## src/rtl/hex_display_ctrl.sv

```systemverilog
// hex_display_ctrl: multi-digit seven-segment hex display controller.
// A captured hex value is decoded to active-low segment patterns. The live
// controls lamp test, per-digit blink and leading-zero blanking sit on top
// of that decode.
// Ports:
//   clk        sole clock, rising edge
//   reset      synchronous active-high reset
//   value      4*DIGITS hex nibbles, nibble i -> digit i (digit 0 rightmost)
//   load       capture strobe for value
//   blank_lz   leading-zero suppression enable (live)
//   blink_en   per-digit blink enable (live)
//   lamp_test  force all segments on (live)
//   HEX        7*DIGITS active-low segments, digit i at [7i+6:7i], g..a
//   loaded     high once a value has been captured since reset
module hex_display_ctrl #(
   parameter int DIGITS     = 6,
   parameter int BLINK_HALF = 25000000
) (
   input  logic                  clk,
   input  logic                  reset,
   input  logic [4*DIGITS-1:0]   value,
   input  logic                  load,
   input  logic                  blank_lz,
   input  logic [DIGITS-1:0]     blink_en,
   input  logic                  lamp_test,
   output logic [7*DIGITS-1:0]   HEX,
   output logic                  loaded
);

   localparam int CW = $clog2(BLINK_HALF);
   localparam logic [CW-1:0] CNT_LAST = CW'(BLINK_HALF - 1);
   localparam logic [6:0] SEG_BLANK = 7'b1111111;

   logic [4*DIGITS-1:0] value_q, value_d;
   logic                loaded_q, loaded_d;
   logic [CW-1:0]       cnt_q, cnt_d;
   logic                ph_q, ph_d;

   function automatic logic [6:0] glyph(input logic [3:0] n);
      case (n)
         4'h0: glyph = 7'b1000000;
         4'h1: glyph = 7'b1111001;
         4'h2: glyph = 7'b0100100;
         4'h3: glyph = 7'b0110000;
         4'h4: glyph = 7'b0011001;
         4'h5: glyph = 7'b0010010;
         4'h6: glyph = 7'b0000010;
         4'h7: glyph = 7'b1111000;
         4'h8: glyph = 7'b0000000;
         4'h9: glyph = 7'b0010000;
         4'hA: glyph = 7'b0001000;
         4'hB: glyph = 7'b0000011;
         4'hC: glyph = 7'b0100111;
         4'hD: glyph = 7'b0100001;
         4'hE: glyph = 7'b0000110;
         default: glyph = 7'b0001110;
      endcase
   endfunction

   // Next state. The blink counter runs free so that toggling blink_en
   // never disturbs the phase.
   always_comb begin
      value_d  = value_q;
      loaded_d = loaded_q;
      cnt_d    = cnt_q + 1'b1;
      ph_d     = ph_q;
      if (load) begin
         value_d  = value;
         loaded_d = 1'b1;
      end
      if (cnt_q == CNT_LAST) begin
         cnt_d = '0;
         ph_d  = ~ph_q;
      end
   end

   always_ff @(posedge clk) begin
      if (reset) begin
         value_q  <= '0;
         loaded_q <= 1'b0;
         cnt_q    <= '0;
         ph_q     <= 1'b0;
      end else begin
         value_q  <= value_d;
         loaded_q <= loaded_d;
         cnt_q    <= cnt_d;
         ph_q     <= ph_d;
      end
   end

   // Output decode. Walk from the most significant digit down so that
   // all_zero means "this nibble and every nibble above it are zero".
   logic       all_zero;
   logic [6:0] seg;

   always_comb begin
      HEX      = '1;
      all_zero = 1'b1;
      seg      = SEG_BLANK;
      for (int i = DIGITS - 1; i >= 0; i--) begin
         all_zero = all_zero & (value_q[4*i +: 4] == 4'h0);
         if (lamp_test)
            seg = 7'b0000000;
         else if (!loaded_q)
            seg = SEG_BLANK;
         else if (blink_en[i] && ph_q)
            seg = SEG_BLANK;
         else if (blank_lz && (i != 0) && all_zero)
            seg = SEG_BLANK;
         else
            seg = glyph(value_q[4*i +: 4]);
         HEX[7*i +: 7] = seg;
      end
   end

   assign loaded = loaded_q;

endmodule

```

## config.mk

```make
export PLATFORM = sky130hd
export DESIGN_NAME = hex_display_ctrl
export DESIGN_NICKNAME = d
export VERILOG_FILES = /design/src/rtl/hex_display_ctrl.sv
export SDC_FILE = /design/constraint.sdc
export NUM_CORES = 1
export LEC_CHECK = 0
export ABC_AREA = 1
export CORE_MARGIN = 1
export CORE_UTILIZATION = 55
export DETAILED_ROUTE_END_ITERATION = 8
export HOLD_SLACK_MARGIN = 0.15
export PLACE_DENSITY_LB_ADDON = 0.08
export RECOVER_POWER = 100
export REMOVE_ABC_BUFFERS = 1
export SLEW_MARGIN = 30
export SYNTH_ARGS = -nofsm -noshare
export SYNTH_HDL_FRONTEND = slang
export SYNTH_SLANG_ARGS = --single-unit
```

## constraint.sdc

```tcl
create_clock -name clk -period 2.5 [get_ports clk]
set_input_delay 0.75 -clock clk [delete_from_list [all_inputs] [get_ports clk]]
set_output_delay 0.75 -clock clk [all_outputs]
set_load 0.03 [all_outputs]
```

* Word-level counts from Yosys, hierarchy flattened
Memory sizes are Yosys's and may differ from the RTL's. A register that Yosys moved wholly into a read port is not among the register bits.
Index checks and enable logic that the tools add are counted.
** Cells by class
- Add/subtract/negate cells :: 1
- Multipliers :: 0
- Divide/modulo/power cells :: 0
- $lt $le $gt $ge :: 0
- Equal/unequal tests :: 1
- Shift operators :: 0
- Multiplexer cells :: 35
- Bitwise logic cells :: 5
- Reduce and logical (&&, ||, !) cells :: 17
** Operators with widths (number)
- $mux W7 :: 23
- $mux W4 :: 12
- $add A25 B1 Y25 const B :: 1
- $eq A25 B25 Y1 const B :: 1
- $logic_not A4 Y1 :: 5
- $logic_and A1 B1 Y1 :: 11
- $and A1 B1 Y1 :: 4
- $reduce_or A2 Y1 :: 1
- $not A1 Y1 :: 1
** Storage, ports and cells
- Flip-flop bits (word level) :: 51
- Latch bits :: 0
- RAM bits :: 0
- Memory bits (read-only) :: 672
- Input port bits :: 35
- Output and inout bits :: 43
- Logic and storage cells :: 69
- Memories :: 6
** Memory list
- (name not given) :: words 16, bits a word 7, read ports 1, clocked after Yosys merged registers in 1, write ports 0, RTL line 40 : case (n)
- (name not given) :: words 16, bits a word 7, read ports 1, clocked after Yosys merged registers in 1, write ports 0, RTL line 40
- (name not given) :: words 16, bits a word 7, read ports 1, clocked after Yosys merged registers in 1, write ports 0, RTL line 40
- (name not given) :: words 16, bits a word 7, read ports 1, clocked after Yosys merged registers in 1, write ports 0, RTL line 40
- (name not given) :: words 16, bits a word 7, read ports 1, clocked after Yosys merged registers in 1, write ports 0, RTL line 40
- (name not given) :: words 16, bits a word 7, read ports 1, clocked after Yosys merged registers in 1, write ports 0, RTL line 40

* Logic depth before layout (Yosys ltp)
- Depth in word-level cells :: 10
- Mapped depth :: 13
- Gate-level depth less buffers :: 10

* Worst setup path before layout
OpenSTA, ideal clock, no wires.
- Path type :: input port to output port
- Start point :: in blank_lz
- End point :: out HEX[10]
- Data arrival time :: 1704 ps
- Path slack :: 46 ps
- Cell stages on the path :: 4
- Cells stage by stage :: nand3_1 nor2_1 nand4_1 a21oi_1
** Between the ends
- Word-level cells in the longest chain between the ends :: 5
** RTL lines
- start: declaration :: RTL line 23 : input logic blank_lz,
- $logic_and A1 B1 Y1 :: RTL line 108 : else if (blank_lz && (i != 0) && all_zero)
- $mux W7 :: RTL line 108
- $mux W7 :: RTL line 106 : else if (blink_en[i] && ph_q)
- $mux W7 :: RTL line 104 : else if (!loaded_q)
- $mux W7 :: RTL line 102 : if (lamp_test)
- end: declaration :: RTL line 26 : output logic [7*DIGITS-1:0] HEX,
No other way between the ends.

* Worst setup path in the final report
- Start point :: reg value_q[23]
- End point :: out HEX[12]
** Between the ends
- Word-level cells in the longest chain between the ends :: 10
** RTL lines
- start: declaration :: RTL line 34 : logic [4*DIGITS-1:0] value_q, value_d;
- start signal: assignment :: RTL line 84 : value_q <= value_d;
- $logic_not A4 Y1 :: RTL line 101 : all_zero = all_zero & (value_q[4*i +: 4] == 4'h0);
- $and A1 B1 Y1 (4 in a row) :: RTL line 101
- $logic_and A1 B1 Y1 :: RTL line 108
- $mux W7 :: RTL line 108
- $mux W7 :: RTL line 106
- $mux W7 :: RTL line 104
- $mux W7 :: RTL line 102
No other way between the ends.

==> out/summary.txt <==
CELLS AND AREA
----------------------------------------------------------------------------------------------------
Top library cells by usage in the layout, fill and taps aside ......................... nand2_1 (187), nor2_1 (130), inv_1 (94)
Most common cell after layout, fill and taps aside ....................................      nand2_1
Layout cell share with drive strength beyond 1 ........................................        0.199
Count of placed standard cells in the final layout, fillers left out ..................         1049
Final #Nets ...........................................................................          987
Ant. Diodes ...........................................................................            0
Area growth syn-to-layout .............................................................        28.2%
Post-route cell area .................................................................. 0.00688 mm^2

STA
----------------------------------------------------------------------------------------------------
Final number of setup-violating endpoints .............................................            0
Peak clock frequency supported by timing ..............................................    0.405 GHz
Final hold violation count ............................................................            0
Smallest setup slack after layout .....................................................      29.7 ps
Rel. slew slack .......................................................................        0.434
Final Critical Period .................................................................      2470 ps
Worst slew pin tran ...................................................................       846 ps
Clock tree skew after final layout ....................................................      11.1 ps
Count of final max-slew check failures ................................................            0
Share of the cycle needed by the critical path after routing ..........................        0.988
Worst Hold Slack ......................................................................       454 ps

DIE
----------------------------------------------------------------------------------------------------
Area inside the core boundary ......................................................... 0.00933 mm^2
Y dimension of the die ................................................................       101 um
Die boundary width ....................................................................       101 um
Number of core rows ...................................................................           35
Count of pins on the block boundary ...................................................           78
Total die area ........................................................................  0.0102 mm^2
Starting density of the core ..........................................................        0.576

PLACED DESIGN
----------------------------------------------------------------------------------------------------
Setup WS pre-CTS ......................................................................      -404 ps
Placed cells ..........................................................................         1026
Count of input and output buffers .....................................................           77
Placer's final routability congestion estimate ........................................        0.931
Placed cell areas ..................................................................... 0.00639 mm^2
Estimated wirelength of the detail-placed design ......................................      9.43 mm

LOGIC SYNTHESIS
----------------------------------------------------------------------------------------------------
Portion of the post-synthesis area used by sequential elements ........................        0.347
Post-synthesis share of cell area spent on and, or, nand and nor gates ................        0.353
Multiplexer fraction of the synthesized cell area .....................................            0
Warning count from the yosys run ......................................................            0
FF+latch count, synth .................................................................           93
Combined area of all synthesized cells ................................................ 0.00537 mm^2
Synthesized-area fraction occupied by adder cells .....................................       0.0862
Dominant combinational cell family by area after synthesis ............................ simple AND/OR/NAND/NOR gates
Gate Count Post-Synth .................................................................          793
Distinct cell type count after synthesis ..............................................           34
Area share of xor/xnor cells in the synthesized design ................................       0.0228
Avg Synthesized Cell Area .............................................................    6.77 um^2
Compound-gate portion of the synthesized area .........................................       0.0839

WORST SETUP PATH
----------------------------------------------------------------------------------------------------
Longest individual stage delay on the worst path ......................................       340 ps
Buf+Inv Stages, Crit Path .............................................................            2
Largest delay share family, worst path ................................................ simple AND/OR/NAND/NOR gates
Required time at the worst-slack endpoint .............................................      1750 ps
Ordered cell list for the critical path ............................................... nor2_4 > nand3_2 > nor2_2 > nand4_1 > buf_6 > a21oi_4 > buf_6
Startpoint kind of the worst setup timing path ........................................     register
WS Path Type ..........................................................................      reg2out
Slowest cell on crit path .............................................................      dfxtp_1
Cell repeated most along the worst path ...............................................        buf_6
Signal arrival time at the worst endpoint .............................................      1720 ps
Type of destination of the critical path ..............................................   output pin
Maximum fanout along the worst path ...................................................            7

CLOCK TREE
----------------------------------------------------------------------------------------------------
Clk Tree Root Cell ....................................................................     clkbuf_8
CTS max path bufs .....................................................................            2
Level count of the clock H-tree .......................................................            3
TritonCTS Buffers .....................................................................            9
CTS hold repair buffers ...............................................................            0
Clock-pin slew reported for the worst setup and hold paths after clock tree synthesis .        90 ps
Clk Latency, worst-skew pair ..........................................................       370 ps
CTS tree ..............................................................................          yes
Clk sinks .............................................................................           93

PWR
----------------------------------------------------------------------------------------------------
Power per cell area ...................................................................  527 mW/mm^2
Static leakage ........................................................................   0.00335 uW
Largest vdd supply drop ...............................................................     0.312 mV

GRT
----------------------------------------------------------------------------------------------------
GR peak layer .........................................................................         met2
Wire length of the first global-routing pass ..........................................      20.8 mm
Number of antenna violations at the first check in global routing .....................            0
Global routing met2 resource utilization ..............................................        0.474
Via count of the first global-routing pass ............................................         4919
Largest net degree at the start of global routing .....................................           26
Total congestion overflow .............................................................            0
All-layer global routing usage ........................................................        0.256
Met1 usage ............................................................................        0.295
Met3 Track Usage GR ...................................................................       0.0458

OUTCOME
----------------------------------------------------------------------------------------------------
Status ................................................................................ complete, no violations

WORST HOLD PATH
----------------------------------------------------------------------------------------------------
Hold Path Class .......................................................................      reg2reg

DETAILED ROUTING
----------------------------------------------------------------------------------------------------
Total wirelength of the detailed-routed design ........................................      12.6 mm
Routed wire per std cell ..............................................................      12.0 um
Remaining number of nets flagged by the antenna check after routing ...................            0
DRC viols .............................................................................            0
DR iter-0 viols .......................................................................          152
Number of vias per cell ...............................................................         4.96
First drt pass iteration count ........................................................            7
Detailed-route via count ..............................................................         5200

RUN
----------------------------------------------------------------------------------------------------
Number of max-cap violations ..........................................................            0

## synthesized netlist by cell type
cell / n / share of area
nand2_1: 194 / 0.14
buf_4: 4 / 0.0056
nor3_1: 3 / 0.0028
buf_1: 1 / 0.00070
o21ai_1: 10 / 0.0093
o21a_1: 6 / 0.0084
or2_0: 3 / 0.0035
o22ai_2: 3 / 0.0070
nand3_2: 4 / 0.0075
nand2_2: 6 / 0.0070
or2_1: 1 / 0.0012
or2_2: 8 / 0.0093
xor2_1: 5 / 0.0082
a21oi_1: 31 / 0.029
o21ai_0: 16 / 0.015
ha_1: 37 / 0.086
buf_6: 10 / 0.021
dfxtp_1: 93 / 0.35
a21oi_4: 2 / 0.0061
nand3_1: 78 / 0.073
o21ai_2: 4 / 0.0065
inv_1: 96 / 0.067
buf_2: 1 / 0.00093
o211ai_1: 2 / 0.0028
nand3b_1: 7 / 0.0098
nand2_4: 1 / 0.0021
xnor2_1: 9 / 0.015
nor2_1: 136 / 0.095
nand4_1: 2 / 0.0023
clkbuf_1: 5 / 0.0035
inv_2: 11 / 0.0077
nor2_4: 1 / 0.0021
nor2_2: 2 / 0.0023
clkinv_1: 1 / 0.00070
## per-stage QoR
stage,setup TNS (ps),utilization,total power (uW)
floorplan,0,-,2150
global placement,-9380,0.685,2460
detailed placement,-11420,0.685,2480
CTS,-116,0.736,3620
global route,-400,0.738,3810
finish,0,0.738,3630
## worst register-to-register path, stage by stage (launching register included)
cell and delay, ps:
dfxtp_1 360, ha_1 240, nand3_1 210, nor3_1 270, nand3_1 150, nand2_1 650, nor2_1 130
## area by class of cell
class,instances,area (um^2)
Fill cell,798,2440
Sequential cell,93,1870
Inverter,108,410
Tap cell,129,161
Clock inverter,6,86.3
Timing Repair Buffer,132,1120
Clock buffer,10,138
Multi-Input combinational cell,571,3100
## where the power goes
part / internal (uW) / switching (uW) / leakage [uW]
sequential: 1590 / 40.1 / 0.000769
combinational: 361 / 516 / 0.00247
clock: 589 / 534 / 0.000112
## routing by layer
metal  up-vias  part of all wire
li1       2701                 -
met1      2345              0.43
met4         0             0.022
met5         -                 0
met2       127              0.50
met3        27             0.046
## path summary, 6_finish.rpt
| kind | startpoint | end | slack [ps] | cells past startpoint |
|---|---|---|---|---|
| setup / recovery | value_q[23] | HEX[12] | 30 | 7 |
| hold / removal | cnt_q[0] | cnt_q[0] | 450 | 1 |
| hold reg to reg | cnt_q[0] | cnt_q[0] | 450 | 1 |
| setup reg to reg | cnt_q[0] | cnt_q[16] | 360 | 6 |
## cell families (layout without fill, tap and decap cells)
family / Yosys count / count (layout)
AOI/OAI and AO/OA: 74 / 74
and+or+nand+nor: 446 / 446
adders and majority gates: 37 / 37
DFF: 93 / 93
xor gates and xnor gates: 14 / 14
buffers and inverters: 129 / 256
## what timing repair did
item,4_1_cts,5_1_grt
endpoints found under the hold margin,0,0
pin swaps,17,12
setup endpoints to repair,35,42
setup buffers,5,2
resized for setup,67,32
Note: power is estimated with default switching activity, not from simulation.
==> variant 1, RTL diff (config.mk and constraints unchanged) <==
The parameter `DIGITS` goes from 6 to 7. Comments in the files are not updated.
--- a/src/rtl/hex_display_ctrl.sv
+++ b/src/rtl/hex_display_ctrl.sv
@@ -13,7 +13,7 @@
 //   HEX        7*DIGITS active-low segments, digit i at [7i+6:7i], g..a
 //   loaded     high once a value has been captured since reset
 module hex_display_ctrl #(
-   parameter int DIGITS     = 6,
+   parameter int DIGITS     = 7,
    parameter int BLINK_HALF = 25000000
 ) (
    input  logic                  clk,
Interface: changed (resized HEX, blink_en and value); port bits go from 78 to 90. The function was not compared with the original's and may differ.
==> variant 1 against the unedited design <==
The run now ends with negative setup slack left. Worst setup slack got worse by 100 ps. Design area increased by 11%. Area after synthesis increased by 9.5%. Sequential share of layout area increased by 0.15 points. Maximum frequency shrank 4.0%. Via count is 15% higher. Power increased by 7.6%. Routed wire length rose by 20%. Synthesized cell count up 11%. Utilization up 0.52 points. Sequential cell count increased by 11. Critical path depth grew 1.
==> variant 1: results (changes against the unedited design) <==
* Status: finished, violations left
* Worst ir drop on vdd at 463.9 uV (+49%)
* Core footprint at 10320 um2 (+11%)
* Mean number of vias per cell at 5.123 (+3.3%)
* Top cells by area, synth: dfxtp_1, nand2_1, nor2_1, ha_1, nand3_1
* GP Congestion at 0.8672 (-6.8%)
* Vias in the first global route at 5445 (+11%)
* Commonest cells post-synth: nand2_1, nor2_1, inv_1
* Port Buffers at 89 (+16%)
* Worst slew pin tran at 833.4 ps (-12.97 ps)
* Reg2Reg Depth at 6 (unchanged)
* Antenna Cells at 0 (unchanged)
* Met2 wire length at 7.377 mm (+17%)
* DR vias at 5994 (+15%)
* Hold Crit Class: reg2reg
* Worst Setup SP: blank_lz
* Clock buffer depth at 2 (unchanged)
* Final layout net count at 1113 (+13%)
* Clk root buf: clkbuf_8
* Placed cells at 1153 (+12%)
* M1 wire length at 6.242 mm (+14%)
* Seq/Total Area, Yosys at 35.40% (+0.74 points)
* Failing checks: negative setup slack
* Leakage power at 3.812 nW (+14%)
* Fin Setup TNS at -352.5 ps (-352.5 ps)
* Reg-to-reg slack, setup at 420 ps (+60 ps)
* Met2 Track Usage GR at 48.12% (+0.70 points)
* Most frequent CP cell: buf_6
* Initial DRC Count at 270 (+78%)
* Largest net degree at the start of global routing at 26 (unchanged)
* # setup viols final at 6 (+6)
* DR WL met3 at 966 um (+66%)
* Fillers at 852 (+6.8%)
* Post-CTS setup buffers at 0 (-5)
* GR Util met3 at 7.050% (+2.5 points)
* DR WL/cell at 12.89 um (+7.2%)
* Synthesized area per cell at 6.690 um2 (-1.2%)
* Pre-CTS WS at -460.8 ps (-57.04 ps)
* Worst Setup EP: HEX[10]
* Hold Slack at 484.1 ps (+30.34 ps)
* Crit path DAT at 1820 ps (+100 ps)
* First-pass GRT wire length at 24.57 mm (+18%)
* Util after Layout at 74.31% (+0.52 points)
* Fin worst setup slack at -74.24 ps (-103.9 ps)
* CP max stage cell: buf_6
* Clock Skews at 10.20 ps (-0.8624 ps)
* Primary FF master, synth: dfxtp_1
* Distinct cell type count after synthesis at 32 (-5.9%)
* Max incr delay on CP at 210 ps (-130 ps)
* FF-to-FF End: cnt_q[2]$_SDFF_PP0_
* CTS buffer count at 9 (unchanged)
* Hold path cells at 1 (unchanged)
* CP max FO at 6 (-1)
* DPL Wire Length at 11.15 mm (+18%)
* H-tree levels at 3 (unchanged)
* Gr usage total at 27.77% (+2.1 points)
* GR Layer Usage met1 at 32.56% (+3.1 points)
* DR pass1 iterations at 6 (-1)
* Post-place instance area at 7227 um2 (+13%)
* Share of cells above drive strength 1 at 19.15% (-0.74 points)
variant 1: logic make-up after synthesis:
family,count (synthesis),synth area share (%)
AOI/OAI and AO/OA,91,8.638
xor gates and xnor gates,11,1.638
adders and majority gates,43,9.149
buffers and inverters,148,10.72
DFF,104,35.40
and+or+nand+nor,482,34.45
variant 1: critical path: cells and delay by family:
family	cells	cell delay [ps]
buf+inv	4	560
simple gates	3	350
compound gates	1	150
variant 1: cell type report:
| cell class | instances | share of cell area [%] |
|---|---|---|
| tap | 136 | 2.218 |
| sequential | 104 | 27.25 |
| inverter | 124 | 6.100 |
| clock buffer | 12 | 1.892 |
| timing repair buffer | 164 | 18.97 |
| clock inverter | 3 | 0.5546 |
| multi-input combinational | 627 | 43.01 |
variant 1: where the power goes:
group,switching [W],leakage [nW],internal (W)
combinational,0.000589,2.86,0.000434
clock,0.000563,0.0925,0.000485
sequential,0.0000486,0.862,0.00179
variant 1: timing repair:
action,CTS,global route
setup endpoints to repair,42,45
cloned,2,0
pin swaps,14,10
gates resized for setup,64,34
==> variant 2, RTL diff (config.mk and constraints unchanged) <==
Without the edit above. Reset style: asynchronous (`reset`), changed in one clocked block. Comments in the files are not updated.
--- a/src/rtl/hex_display_ctrl.sv
+++ b/src/rtl/hex_display_ctrl.sv
@@ -74,7 +74,7 @@
       end
    end
 
-   always_ff @(posedge clk) begin
+   always_ff @(posedge clk or posedge reset) begin
       if (reset) begin
          value_q  <= '0;
          loaded_q <= 1'b0;
Check against the original RTL: differs if reset is asserted again (counterexample within 4 cycles, from zero or initial values and one cycle with reset high); with reset held inactive, the same outputs for 4 cycles.
==> variant 2 against the unedited design <==
The flow now finishes with violations (negative setup slack). Routed wire length down 6.9%. Cell count fell by 17%. Design area shrank 15%. Sequential cell count down 42. Worst setup slack worse by 89 ps. Sequential share of layout area shrank 5.1 points. Clock power shrank 55%. Power down 35%. Non-clock buffer count is 10 lower. Area after synthesis decreased by 20%. Global-route usage is 1.6 points higher. Synthesized cell count down 17%. Largest cell class unchanged. Largest power group is now combinational cells. Highest routed layer unchanged.
==> variant 2: results (changes against the unedited design) <==
* Status: finished, violations left
* Failing checks: negative setup slack
* Largest net degree at the start of global routing at 52 (+100%)
* Register area at 1285 um2 (-31%)
* Clk_lat worst skew at 320 ps (-50 ps)
* Seq/Total Area, Yosys at 29.57% (-5.1 points)
* M1 wire length at 5.076 mm (-6.9%)
* Initial DRC Count at 299 (+97%)
* Ys Warns at 0 (unchanged)
* Vias in the first global route at 4312 (-12%)
* WL final at 11.73 mm (-6.9%)
* Share of cells above drive strength 1 at 27.47% (+7.6 points)
* Final layout net count at 839 (-15%)
* DPL Wire Length at 7.884 mm (-16%)
* Leakage power at 2.866 nW (-14%)
* DR vias at 4624 (-11%)
* Clock-pin slew on the worst setup and hold paths at 100 ps
* Worst rel slew slack at 15.83% (-28 points)
* Pre-CTS WS at -344.5 ps (+59.29 ps)
* First-pass GRT wire length at 18.46 mm (-11%)
* Fillers at 522 (-35%)
* CTS buffer count at 5 (-4)
* Commonest cells post-synth: nand2_1, nor2_1, inv_1
* Switching Share at 38.27% (+8.2 points)
* Ys async rst share at 100.0% (+100 points)
* Post-place instance area at 5170 um2 (-19%)
* Port Buffers at 77 (unchanged)
* DR pass1 iterations at 7 (unchanged)
* Gr usage total at 27.21% (+1.6 points)
* Biggest regs: cnt_q x25, value_q x24
* Antenna Cells at 0 (unchanged)
* # setup viols final at 17 (+17)
* Clock Skews at 8.134 ps (-2.931 ps)
* Fin worst setup slack at -59.67 ps (-89.37 ps)
* DR WL met3 at 572 um (-1.5%)
* Worst ir drop on vdd at 330.0 uV (+5.7%)
* Clk root buf: clkbuf_8
* Crit path DAT at 1810 ps (+90 ps)
* Met2 wire length at 5.721 mm (-9.2%)
* Distinct cell type count after synthesis at 36 (+5.9%)
* H-tree levels at 2 (-1)
* GP Congestion at 0.9365 (+0.60%)
* Top cells by area, synth: dfrtp_1, nand2_1, ha_1, o21ai_0, nor2_1
variant 2: cell types whose count changed in the layout (fill, tap and decap cells not counted), sizes merged, moves of 7 or more:
| cell | delta |
|---|---|
| dfrtp | +51 |
| nand3 | -37 |
| a21oi | -7 |
| o21ai | +35 |
| nor2 | -36 |
| dfxtp | -93 |
| or2 | -11 |
| clkbuf | -9 |
| inv | -23 |
| nand2 | -22 |
variant 2: cells by family after synthesis:
kind of cell / count (synthesis) / synth area share, %
xor+xnor: 14 / 2.841
fa+ha+maj: 37 / 10.72
simple gates: 345 / 34.06
compound gates: 104 / 12.64
flops: 51 / 29.57
buf+inv: 105 / 10.17
variant 2: through the flow:
stage	setup TNS, ps	hold WS (ps)	std cells	power [W]
floorplan	0	490.2	637	0.001371
global placement	-9332	512.6	833	0.001649
detailed placement	-10370	516.1	833	0.001665
CTS	0	546.6	857	0.002226
global route	-2928	575.2	867	0.002482
finish	-428.0	546.9	867	0.002349
variant 2: power by group through the flow:
stage,registers (W),clock network [W],logic (W)
after detailed placement,0.000925,0,0.000740
after global routing,0.000910,0.000548,0.00102
after CTS,0.000901,0.000507,0.000818
after floorplan,0.000925,0,0.000446
after global placement,0.000922,0,0.000726
final,0.000906,0.000499,0.000944
variant 2: cell type report:
cell class	count	share of cell area, %
repair inverters	1	0.1283
inverters	86	5.774
clock inverters	3	0.3849
clock buffers	5	1.176
multi-input cells	500	50.39
flip-flops and latches	51	21.96
well taps	99	2.117
repair buffers	122	18.07
variant 2: per-layer routing:
metal | vias to the layer above | GRT usage [%]
met1 | 2115 | 33.48
met4 | 0 | 11.16
met2 | 177 | 47.47
li1 | 2295 | -
met3 | 37 | 3.956
met5 | - | 0
variant 2: path summary, 6_finish.rpt:
| kind | to | slack, ps | startpoint | cells after the start |
|---|---|---|---|---|
| worst max-delay path | HEX[17] | -60 | value_q[20]$_DFFE_PP0P_ | 9 |
| worst min-delay path | cnt_q[0]$_DFF_PP0_ | 550 | cnt_q[0]$_DFF_PP0_ | 1 |
| worst max register to register | cnt_q[22]$_DFF_PP0_ | 370 | cnt_q[0]$_DFF_PP0_ | 8 |
| worst min register to register | cnt_q[0]$_DFF_PP0_ | 550 | cnt_q[0]$_DFF_PP0_ | 1 |
| max in group asynchronous | value_q[5]$_DFFE_PP0P_ | 350 | reset | 3 |
| min in group asynchronous | value_q[1]$_DFFE_PP0P_ | 1270 | reset | 3 |
variant 2: what timing repair did:
item,CTS,global route
resized for setup,71,96
endpoints found under the setup margin,42,39
cloned,1,0
pin swaps,22,32
setup buffers,16,10
variant 2: worst max-delay path: stages (launching register included):
cell and delay (ps):
dfrtp_1 400, inv_2 110, ha_4 160, nand2_4 70, nor2_4 190, nand3_4 150, nand2_1 100, nor2_1 50
nor2_1 90, buf_4 160
